[src/rtl/muldiv_unit_pkg.sv]
// Shared definitions for the multiply/divide unit: funct codes, FSM encodings, decode helper.
package muldiv_unit_pkg;

   localparam int unsigned FUNCT_W = 6;
   localparam int unsigned STATE_W = 2;

   localparam logic [FUNCT_W-1:0] FUNCT_MFHI  = 6'h10;
   localparam logic [FUNCT_W-1:0] FUNCT_MTHI  = 6'h11;
   localparam logic [FUNCT_W-1:0] FUNCT_MFLO  = 6'h12;
   localparam logic [FUNCT_W-1:0] FUNCT_MTLO  = 6'h13;
   localparam logic [FUNCT_W-1:0] FUNCT_MULT  = 6'h18;
   localparam logic [FUNCT_W-1:0] FUNCT_MULTU = 6'h19;
   localparam logic [FUNCT_W-1:0] FUNCT_DIV   = 6'h1A;
   localparam logic [FUNCT_W-1:0] FUNCT_DIVU  = 6'h1B;

   localparam logic [STATE_W-1:0] S_IDLE = 2'd0;
   localparam logic [STATE_W-1:0] S_RUN  = 2'd1;
   localparam logic [STATE_W-1:0] S_FIX  = 2'd2;

   // MULT, MULTU, DIV and DIVU occupy 6'h18..6'h1B; bit 1 selects divide, bit 0 unsigned.
   function automatic logic is_muldiv(input logic [FUNCT_W-1:0] f);
      return f[5:2] == 4'b0110;
   endfunction

endpackage

[src/rtl/muldiv_sign_fix.sv]
// Conditional two's-complement negate, used for operand magnitude and result sign fix.
module muldiv_sign_fix #(
   parameter int unsigned WIDTH = 32
) (
   input  logic [WIDTH-1:0] x,
   input  logic             neg,
   output logic [WIDTH-1:0] y_c
);

   assign y_c = neg ? (~x + WIDTH'(1)) : x;

endmodule

[src/rtl/muldiv_unit.sv]
// Iterative radix-2 multiply/divide unit owning HI/LO; shift-add multiply, restoring divide.
module muldiv_unit
   import muldiv_unit_pkg::*;
#(
   parameter int unsigned WIDTH = 32
) (
   input  logic               clk,
   input  logic               reset,
   input  logic               start,
   input  logic [FUNCT_W-1:0] funct,
   input  logic [WIDTH-1:0]   a,
   input  logic [WIDTH-1:0]   b,
   output logic               busy,
   output logic               done,
   output logic               illegal,
   output logic [WIDTH-1:0]   hi,
   output logic [WIDTH-1:0]   lo,
   output logic [WIDTH-1:0]   rd_data
);

   localparam int unsigned CNT_W = $clog2(WIDTH);
   localparam int unsigned ACC_W = 2 * WIDTH;

   logic [STATE_W-1:0] state, state_nxt;
   logic               busy_nxt, done_nxt, illegal_nxt;
   logic [WIDTH-1:0]   hi_nxt, lo_nxt;
   logic [ACC_W-1:0]   acc, acc_nxt;
   logic [WIDTH-1:0]   mreg, mreg_nxt;
   logic [CNT_W-1:0]   cnt, cnt_nxt;
   logic               is_div, is_div_nxt;
   logic               neg_q, neg_q_nxt;
   logic               neg_r, neg_r_nxt;

   logic               signed_op;
   logic [WIDTH-1:0]   a_abs, b_abs;
   logic [ACC_W-1:0]   prod_fix;
   logic [WIDTH-1:0]   quo_fix, rem_fix;
   logic [WIDTH-1:0]   mul_add;
   logic [WIDTH:0]     mul_sum;
   logic [ACC_W-1:0]   mul_step;
   logic [WIDTH:0]     div_sh, div_diff;
   logic [ACC_W-1:0]   div_step;

   assign signed_op = ~funct[0];

   muldiv_sign_fix #(.WIDTH(WIDTH)) u_abs_a (.x(a), .neg(signed_op & a[WIDTH-1]), .y_c(a_abs));
   muldiv_sign_fix #(.WIDTH(WIDTH)) u_abs_b (.x(b), .neg(signed_op & b[WIDTH-1]), .y_c(b_abs));
   muldiv_sign_fix #(.WIDTH(ACC_W)) u_fix_p (.x(acc), .neg(neg_q), .y_c(prod_fix));
   muldiv_sign_fix #(.WIDTH(WIDTH)) u_fix_q (.x(acc[WIDTH-1:0]), .neg(neg_q), .y_c(quo_fix));
   muldiv_sign_fix #(.WIDTH(WIDTH)) u_fix_r (.x(acc[ACC_W-1:WIDTH]), .neg(neg_r), .y_c(rem_fix));

   // acc = {partial product, remaining multiplier} or {partial remainder, dividend/quotient}
   always_comb begin
      mul_add  = acc[0] ? mreg : WIDTH'(0);
      mul_sum  = {1'b0, acc[ACC_W-1:WIDTH]} + {1'b0, mul_add};
      mul_step = {mul_sum, acc[WIDTH-1:1]};
      div_sh   = {acc[ACC_W-1:WIDTH], acc[WIDTH-1]};
      div_diff = div_sh - {1'b0, mreg};
      div_step = div_diff[WIDTH] ? {div_sh[WIDTH-1:0], acc[WIDTH-2:0], 1'b0}
                                 : {div_diff[WIDTH-1:0], acc[WIDTH-2:0], 1'b1};
   end

   assign rd_data = (funct == FUNCT_MFHI) ? hi :
                    (funct == FUNCT_MFLO) ? lo : WIDTH'(0);

   always_comb begin
      state_nxt   = state;
      busy_nxt    = busy;
      done_nxt    = 1'b0;
      illegal_nxt = 1'b0;
      hi_nxt      = hi;
      lo_nxt      = lo;
      acc_nxt     = acc;
      mreg_nxt    = mreg;
      cnt_nxt     = cnt;
      is_div_nxt  = is_div;
      neg_q_nxt   = neg_q;
      neg_r_nxt   = neg_r;
      case (state)
         S_IDLE: begin
            if (start) begin
               if (funct == FUNCT_MTHI) begin
                  hi_nxt = a;
               end else if (funct == FUNCT_MTLO) begin
                  lo_nxt = a;
               end else if (is_muldiv(funct)) begin
                  busy_nxt   = 1'b1;
                  cnt_nxt    = CNT_W'(0);
                  is_div_nxt = funct[1];
                  mreg_nxt   = b_abs;
                  // Divide by zero bypasses RUN: FIX passes acc straight to {hi,lo}.
                  if (funct[1] && (b == WIDTH'(0))) begin
                     acc_nxt   = {a, {WIDTH{1'b1}}};
                     neg_q_nxt = 1'b0;
                     neg_r_nxt = 1'b0;
                     state_nxt = S_FIX;
                  end else begin
                     acc_nxt   = {WIDTH'(0), a_abs};
                     neg_q_nxt = signed_op & (a[WIDTH-1] ^ b[WIDTH-1]);
                     neg_r_nxt = signed_op & a[WIDTH-1];
                     state_nxt = S_RUN;
                  end
               end else if ((funct != FUNCT_MFHI) && (funct != FUNCT_MFLO)) begin
                  illegal_nxt = 1'b1;
               end
            end
         end
         S_RUN: begin
            acc_nxt = is_div ? div_step : mul_step;
            cnt_nxt = cnt + CNT_W'(1);
            if (cnt == CNT_W'(WIDTH - 1)) begin
               state_nxt = S_FIX;
            end
         end
         S_FIX: begin
            if (is_div) begin
               hi_nxt = rem_fix;
               lo_nxt = quo_fix;
            end else begin
               hi_nxt = prod_fix[ACC_W-1:WIDTH];
               lo_nxt = prod_fix[WIDTH-1:0];
            end
            busy_nxt  = 1'b0;
            done_nxt  = 1'b1;
            state_nxt = S_IDLE;
         end
         default: begin
            busy_nxt  = 1'b0;
            state_nxt = S_IDLE;
         end
      endcase
   end

   always_ff @(posedge clk) begin
      if (reset) begin
         state   <= S_IDLE;
         busy    <= 1'b0;
         done    <= 1'b0;
         illegal <= 1'b0;
         hi      <= WIDTH'(0);
         lo      <= WIDTH'(0);
         acc     <= ACC_W'(0);
         mreg    <= WIDTH'(0);
         cnt     <= CNT_W'(0);
         is_div  <= 1'b0;
         neg_q   <= 1'b0;
         neg_r   <= 1'b0;
      end else begin
         state   <= state_nxt;
         busy    <= busy_nxt;
         done    <= done_nxt;
         illegal <= illegal_nxt;
         hi      <= hi_nxt;
         lo      <= lo_nxt;
         acc     <= acc_nxt;
         mreg    <= mreg_nxt;
         cnt     <= cnt_nxt;
         is_div  <= is_div_nxt;
         neg_q   <= neg_q_nxt;
         neg_r   <= neg_r_nxt;
      end
   end

endmodule

[config.mk]
export PLATFORM = sky130hd
export DESIGN_NAME = muldiv_unit
export DESIGN_NICKNAME = d
export VERILOG_FILES = /design/src/rtl/muldiv_unit_pkg.sv /design/src/rtl/muldiv_sign_fix.sv /design/src/rtl/muldiv_unit.sv
export SDC_FILE = /design/constraint.sdc
export NUM_CORES = 1
export LEC_CHECK = 0
export CELL_PAD_IN_SITES_DETAIL_PLACEMENT = 0
export CELL_PAD_IN_SITES_GLOBAL_PLACEMENT = 2
export CORE_MARGIN = 2
export CORE_UTILIZATION = 39
export DETAILED_ROUTE_END_ITERATION = 8
export DONT_BUFFER_PORTS = 1
export GPL_ROUTABILITY_DRIVEN = 0
export PLACE_DENSITY_LB_ADDON = 0.1
export SLEW_MARGIN = 15
export SYNTH_ARGS = -nofsm -noshare
export SYNTH_HDL_FRONTEND = slang
export SYNTH_HIERARCHICAL = 1
export SYNTH_SLANG_ARGS = --single-unit
[constraint.sdc]
create_clock -name clk -period 4.55 [get_ports clk]
set_input_delay 0.6825 -clock clk [delete_from_list [all_inputs] [get_ports clk]]
set_output_delay 0.6825 -clock clk [all_outputs]
set_load 0.005 [all_outputs]
Word-level counts from Yosys, hierarchy flattened
Cells that the tools add are included.
{"block": "totals", "reg_bits": 173, "latch_bits": 0, "ramBits": 0, "romBits": 0, "word_cells": 111, "mem_count": 0}
{"block": "classes", "addsub": 8, "multipliers": 0, "n_div": 0, "magnitude_cmp": 0, "eq_ne": 17, "shift": 0, "mux": 46, "bitwise_logic": 15, "n_reduce_logical": 13}
{"op": "$mux W64", "n": 8}
{"op": "$mux W32", "n": 14}
{"op": "$add A32 B1 Y32 const B", "n": 4}
{"op": "$not A32 Y32", "n": 4}
{"op": "$pmux W32 S2", "n": 2}
{"op": "$pmux W64 S2", "n": 1}
{"op": "$add A64 B1 Y64 const B", "n": 1}
{"op": "$not A64 Y64", "n": 1}
{"op": "$add A32 B32 Y33", "n": 1}
{"op": "$sub A33 B32 Y33", "n": 1}
{"op": "$logic_not A32 Y1", "n": 1}
{"op": "$eq A6 B5 Y1 const B", "n": 4}
{"op": "$mux W5", "n": 4}
{"op": "$reduce_and A5 Y1", "n": 4}
{"op": "$ne A2 B2 Y1 const B", "n": 7}
{"op": "$mux W2", "n": 6}
{"op": "$ne A6 B5 Y1 const B", "n": 2}
{"op": "$pmux W5 S2", "n": 1}
{"op": "$mux W1", "n": 8}
{"op": "$not A1 Y1", "n": 6}
{"op": "$reduce_or A6 Y1", "n": 1}
{"op": "$add A5 B1 Y5 const B", "n": 1}
{"op": "$eq A5 B5 Y1 const B", "n": 1}
{"op": "$eq A4 B3 Y1 const B", "n": 1}
{"op": "11 further kinds", "n": 15}

Longest topological paths before layout
{"block": "logic_depth", "word_depth": 9, "mapped_depth": 13}

By module
Netlist, hierarchy kept.
{"module": "muldiv_unit", "instances": 1, "cells_per_inst": 1687, "area_per_inst_um2": 12826.1, "seq_area_each_um2": 3463.3}
{"module": "muldiv_sign_fix at u_abs_a ...", "instances": 4, "cells_per_inst": 99, "area_per_inst_um2": 777.0, "seq_area_each_um2": 0.0}
{"module": "muldiv_sign_fix at u_fix_p", "instances": 1, "cells_per_inst": 206, "area_per_inst_um2": 1649.1, "seq_area_each_um2": 0.0}

Least setup slack after synthesis
No wires, ideal clock.
{"block": "synth_timing", "path_kind": "reg2reg", "startpoint": "register acc[0]", "endpoint": "register acc[43]", "setup_ns": 0.070, "arrival_ns": 3.186, "path_slack_ns": 1.294, "stages_incl_launch_ff": 14, "path_buffers": 1, "period_less_slack_ns": 3.256, "path_cell_list": "dfxtp_1 > clkbuf_1 > and2_1 > ha_1 > fa_1 > a211oi_1 > o21bai_1 > o21ai_0 > o21ai_0 > a31oi_1 > xnor2_1 > a2111oi_0 > or4_1 > a21oi_1"}
{"block": "synth_between", "elab_chain_len": 4}
{"item": "start: declaration", "line": "muldiv_unit.sv:27", "text": "logic [ACC_W-1:0] acc, acc_nxt;"}
{"item": "start signal: assignment", "line": "muldiv_unit.sv:155", "text": "acc <= acc_nxt;"}
{"item": "$mux W32", "line": "muldiv_unit.sv:54", "text": "mul_add = acc[0] ? mreg : WIDTH'(0);"}
{"item": "$add A32 B32 Y33", "line": "muldiv_unit.sv:55", "text": "mul_sum = {1'b0, acc[ACC_W-1:WIDTH]} + {1'b0, mul_add};"}
{"item": "$mux W64", "line": "muldiv_unit.sv:109", "text": "acc_nxt = is_div ? div_step : mul_step;"}
{"item": "$pmux W64 S2", "line": "muldiv_unit.sv:79", "text": "case (state)"}
No other way between the ends.
A chain may end at the register's enable or synchronous reset.

Final worst setup path
{"block": "layout_timing", "startpoint": "register acc[0]", "endpoint": "register acc[58]"}
Same word-level chain as after synthesis.

==> out/results.ini <==
[sta]
clock-skew-final_ps=11.66
final_hold_viol_count=0
grt_setup_unrepaired=no
transition_time_at_the_pin_with_the_least_slew_margin_ps=1190
final_max_slew_viols=0
totalNegativeSetupSlack_ps=0
period_needed_ps=4013
fin_crit_sh=0.8821
setup_violations=0
max_freq_mhz=249.2
worst_slew_margin_rel=0.2036

[place]
place.detailed.hpwl_um=48450
post_dp_cell_area_um2=18240
port_buffers=0

[power]
power-per-cell-area_nw_per_um2=230.3
leakage_nw=6.756
vdd_drop_max_mv=0.2400

[worst_setup_path]
worst-r2r-setup-slack_ps=540
crit_chain=buf_4 > and2_1 > ha_1 > o211ai_1 > a2111oi_0 > o211ai_1 > o211ai_1 > o211ai_1 > a21boi_0 > a21boi_0 > xor2_1 > a221oi_1
critPathSlowestCell=sky130_fd_sc_hd__dfxtp_1
cpMostUsedCell=sky130_fd_sc_hd__o211ai_1
worst-setup-path-type=reg2reg
timing.critical_path.fanout_max=32
crit_path_max_incr_delay_ps=630
timing.critical_path.arrival_ps=4390
critPathRequiredTime_ps=4930
worst_setup_path_end_kind=flip-flop
worstSetupStartpointType=flip-flop

[logic_synthesis]
synth-compound-area-share=0.2756
synth.yosys.seq_area_share=0.1970
synth.distinct_cells=97
post_synth_mux_area_share=0.08198
postSynthAreaPerCell_um2=7.682
yosys.area.top_type_share=0.1970
number_of_synthesized_register_bits=173
synth-xor-area-share=0.1171
yosysWarningCount=6
ys_async_sr_fraction=0
number_of_instances_in_the_synthesized_netlist=2289
syn-num-nets=2435
synth_area_um2=17580
synth_enable_flop_cells=0
yosysTopAreaCell=sky130_fd_sc_hd__dfxtp_1
largest_family_of_logic_cells_by_synthesized_area=compound AO/OA/AOI/OAI gates
yosys.area_share.adder=0.05280
post_synth_and_or_nand_nor_area_fraction=0.2291
ys_top_cells_by_area=sky130_fd_sc_hd__dfxtp_1 20%, sky130_fd_sc_hd__xnor2_1 11%, sky130_fd_sc_hd__a21oi_1 6.6%, sky130_fd_sc_hd__mux2i_1 6.1%, sky130_fd_sc_hd__ha_1 5.1%
dominant_register_cell_in_the_synthesized_netlist=sky130_fd_sc_hd__dfxtp_1

[cells_and_area]
num_antenna_cells=0
final_design_area_no_fill_um2=18800
layout-area-overhead-vs-synth_pct=6.945
final_net_count=2365
drive_above_1_share=0.1004

[clocking]
post_cts_resize_count=0
cts_htree_levels=4
clk_latency_ps=470
tritoncts=built
numCtsBuffers=17
cts_hold_buffers=0
cts.repair_timing.setup_buffer_count=0
clkTransAtPathRegs_ps=70
clock_sinks=173
clk_root_buffer_cell=sky130_fd_sc_hd__clkbuf_16
clk_path_buf_depth=2

[min_path]
worst_min_delay_path_class=in2reg

[floorplanning]
die_area_um2=46800
initial_utilization=0.3968
die_h_um=216.3
floorplan.rows=77
top_level_ports=172
core-area_um2=44320
die-width_um=216.3

[route]
drt-pass1-iter-count=5
first_iter_violations=1310
via_count=17110
drc_violations=0
routed_wl_um=63420
drtAntennaViolNets=0
avgViaCountPerCell=6.059
post_drt_wl_per_cell_um=22.46

[run]
max_cap_viol_count=0

[global_route]
global_route_wire_length_before_repair_um=97260
grt-ovfl-total=0
grt_antenna_before_repair=0
number_of_global_route_vias_before_repair=16270
largest_net_degree_at_the_start_of_global_routing=158
track_usage=0.2655

[run_status]
status=finished clean

[layout make-up]
class                   count  area, um2
clock inverters            12      112.6
fillers                  4612      25510
repair buffers             53      422.9
flip-flops and latches    173       3472
clock buffers              20      446.7
well taps                 592      740.7
multi-input cells        1909      13370
inverters                  65      244.0
[worst max-delay path: cells and delay by family (launching register included)]
family / cells / cell delay (ps)
AOI/OAI and AO/OA: 8 / 2320
xor gates and xnor gates: 1 / 180
adders and majority gates: 1 / 210
buffers and inverters: 1 / 390
DFF: 1 / 630
and+or+nand+nor: 1 / 180
[logic make-up after synthesis]
family / after synthesis
AO/OA/AOI/OAI: 714
XOR/XNOR: 235
adder cells (fa/ha/maj): 73
buffers and inverters: 207
flip-flops: 173
multiplexers: 140
AND/OR/NAND/NOR: 747
[worst paths after layout]
check,startpoint,end,depth (start not counted)
max reg2reg,acc[0]$_SDFFE_PP0P_,acc[58]$_SDFFE_PP0P_,12
min reg2reg,mreg[19]$_SDFFE_PP0P_,mreg[19]$_SDFFE_PP0P_,2
max,acc[0]$_SDFFE_PP0P_,acc[58]$_SDFFE_PP0P_,12
min,reset,neg_q$_SDFFE_PP0P_,1
[report_power, final]
group / leakage, nW / total [W] / internal, W / switching [W]
clock network: 0.259 / 0.00149 / 0.000771 / 0.000717
logic: 5.10 / 0.00126 / 0.000478 / 0.000778
registers: 1.40 / 0.00159 / 0.00154 / 0.0000494
total: 6.76 / 0.00433 / 0.00279 / 0.00155
[placed cells by master (no fill, tap or decap), types with 22 or more instances in the layout]
master                       n
sky130_fd_sc_hd__mux2i_1   108
sky130_fd_sc_hd__o41ai_1    31
sky130_fd_sc_hd__nand4_1    26
sky130_fd_sc_hd__xnor2_1   214
sky130_fd_sc_hd__buf_4      51
sky130_fd_sc_hd__nor2_1    193
sky130_fd_sc_hd__nor4_1     22
sky130_fd_sc_hd__and2_1     37
sky130_fd_sc_hd__o21ai_0   121
sky130_fd_sc_hd__o221ai_1   33
sky130_fd_sc_hd__nand2b_1   23
sky130_fd_sc_hd__o31ai_1    56
sky130_fd_sc_hd__mux2_2     31
sky130_fd_sc_hd__a211oi_1   84
sky130_fd_sc_hd__ha_1       71
sky130_fd_sc_hd__dfxtp_1   170
sky130_fd_sc_hd__a21oi_1   230
sky130_fd_sc_hd__nand3_1    46
sky130_fd_sc_hd__nand2_1   225
sky130_fd_sc_hd__inv_1      65
sky130_fd_sc_hd__nor3_1     31
sky130_fd_sc_hd__a21o_1     35
[metrics by stage]
stage,hold slack [ps],instances,utilization,setup slack (ps),power [W]
after global routing,271.3,2824,0.4243,47.84,0.004515
after global placement,448.5,2792,0.4116,672.6,0.002857
final,278.8,2824,0.4243,536.5,0.004331
after detailed placement,459.4,2792,0.4116,607.2,0.002860
after CTS,260.9,2824,0.4243,567.2,0.004350
after floorplan,440.3,2289,-,1294,0.002551
[layer usage]
| metal | track usage | up-vias | wire length, um |
|---|---|---|---|
| met3 | 0.03018 | 90 | 3282 |
| met1 | 0.3621 | 8215 | 29410 |
| li1 | - | 8322 | - |
| met2 | 0.4353 | 484 | 28900 |
| met5 | 0 | - | 0 |
| met4 | 0.08790 | 0 | 1834 |
[Yosys cell counts (12+ instances only)]
cell and n:
sky130_fd_sc_hd__nor2b_1 12, sky130_fd_sc_hd__nand3_1 46, sky130_fd_sc_hd__or3_1 21, sky130_fd_sc_hd__ha_1 71
sky130_fd_sc_hd__nand4_1 26, sky130_fd_sc_hd__xnor2_1 214, sky130_fd_sc_hd__nor4_4 17, sky130_fd_sc_hd__inv_1 65
sky130_fd_sc_hd__xor2_1 21, sky130_fd_sc_hd__nand2_1 225, sky130_fd_sc_hd__buf_1 15, sky130_fd_sc_hd__nor2_1 195
sky130_fd_sc_hd__nor4_1 22, sky130_fd_sc_hd__a211oi_1 84, sky130_fd_sc_hd__o31ai_1 56, sky130_fd_sc_hd__nor3_1 32
sky130_fd_sc_hd__mux2_2 31, sky130_fd_sc_hd__a21o_1 35, sky130_fd_sc_hd__mux2i_1 108, sky130_fd_sc_hd__o21ai_0 121
sky130_fd_sc_hd__o41ai_1 31, sky130_fd_sc_hd__clkbuf_1 115, sky130_fd_sc_hd__and2_1 37, sky130_fd_sc_hd__or2_2 13
sky130_fd_sc_hd__nand2b_1 23, sky130_fd_sc_hd__o221ai_1 33, sky130_fd_sc_hd__dfxtp_1 173, sky130_fd_sc_hd__o211ai_1 12
sky130_fd_sc_hd__o41ai_2 20, sky130_fd_sc_hd__a31oi_1 19, sky130_fd_sc_hd__a21oi_1 231, sky130_fd_sc_hd__or4_1 12
[flip-flops by register name, indices dropped and copies added (netlist names)]
name and flops:
is_div 1, busy 1, acc 64, mreg 32
state 2, lo 32, hi 32, done 1
illegal 1, neg_q 1, cnt 5, neg_r 1
(Power assumes the default switching activity.)
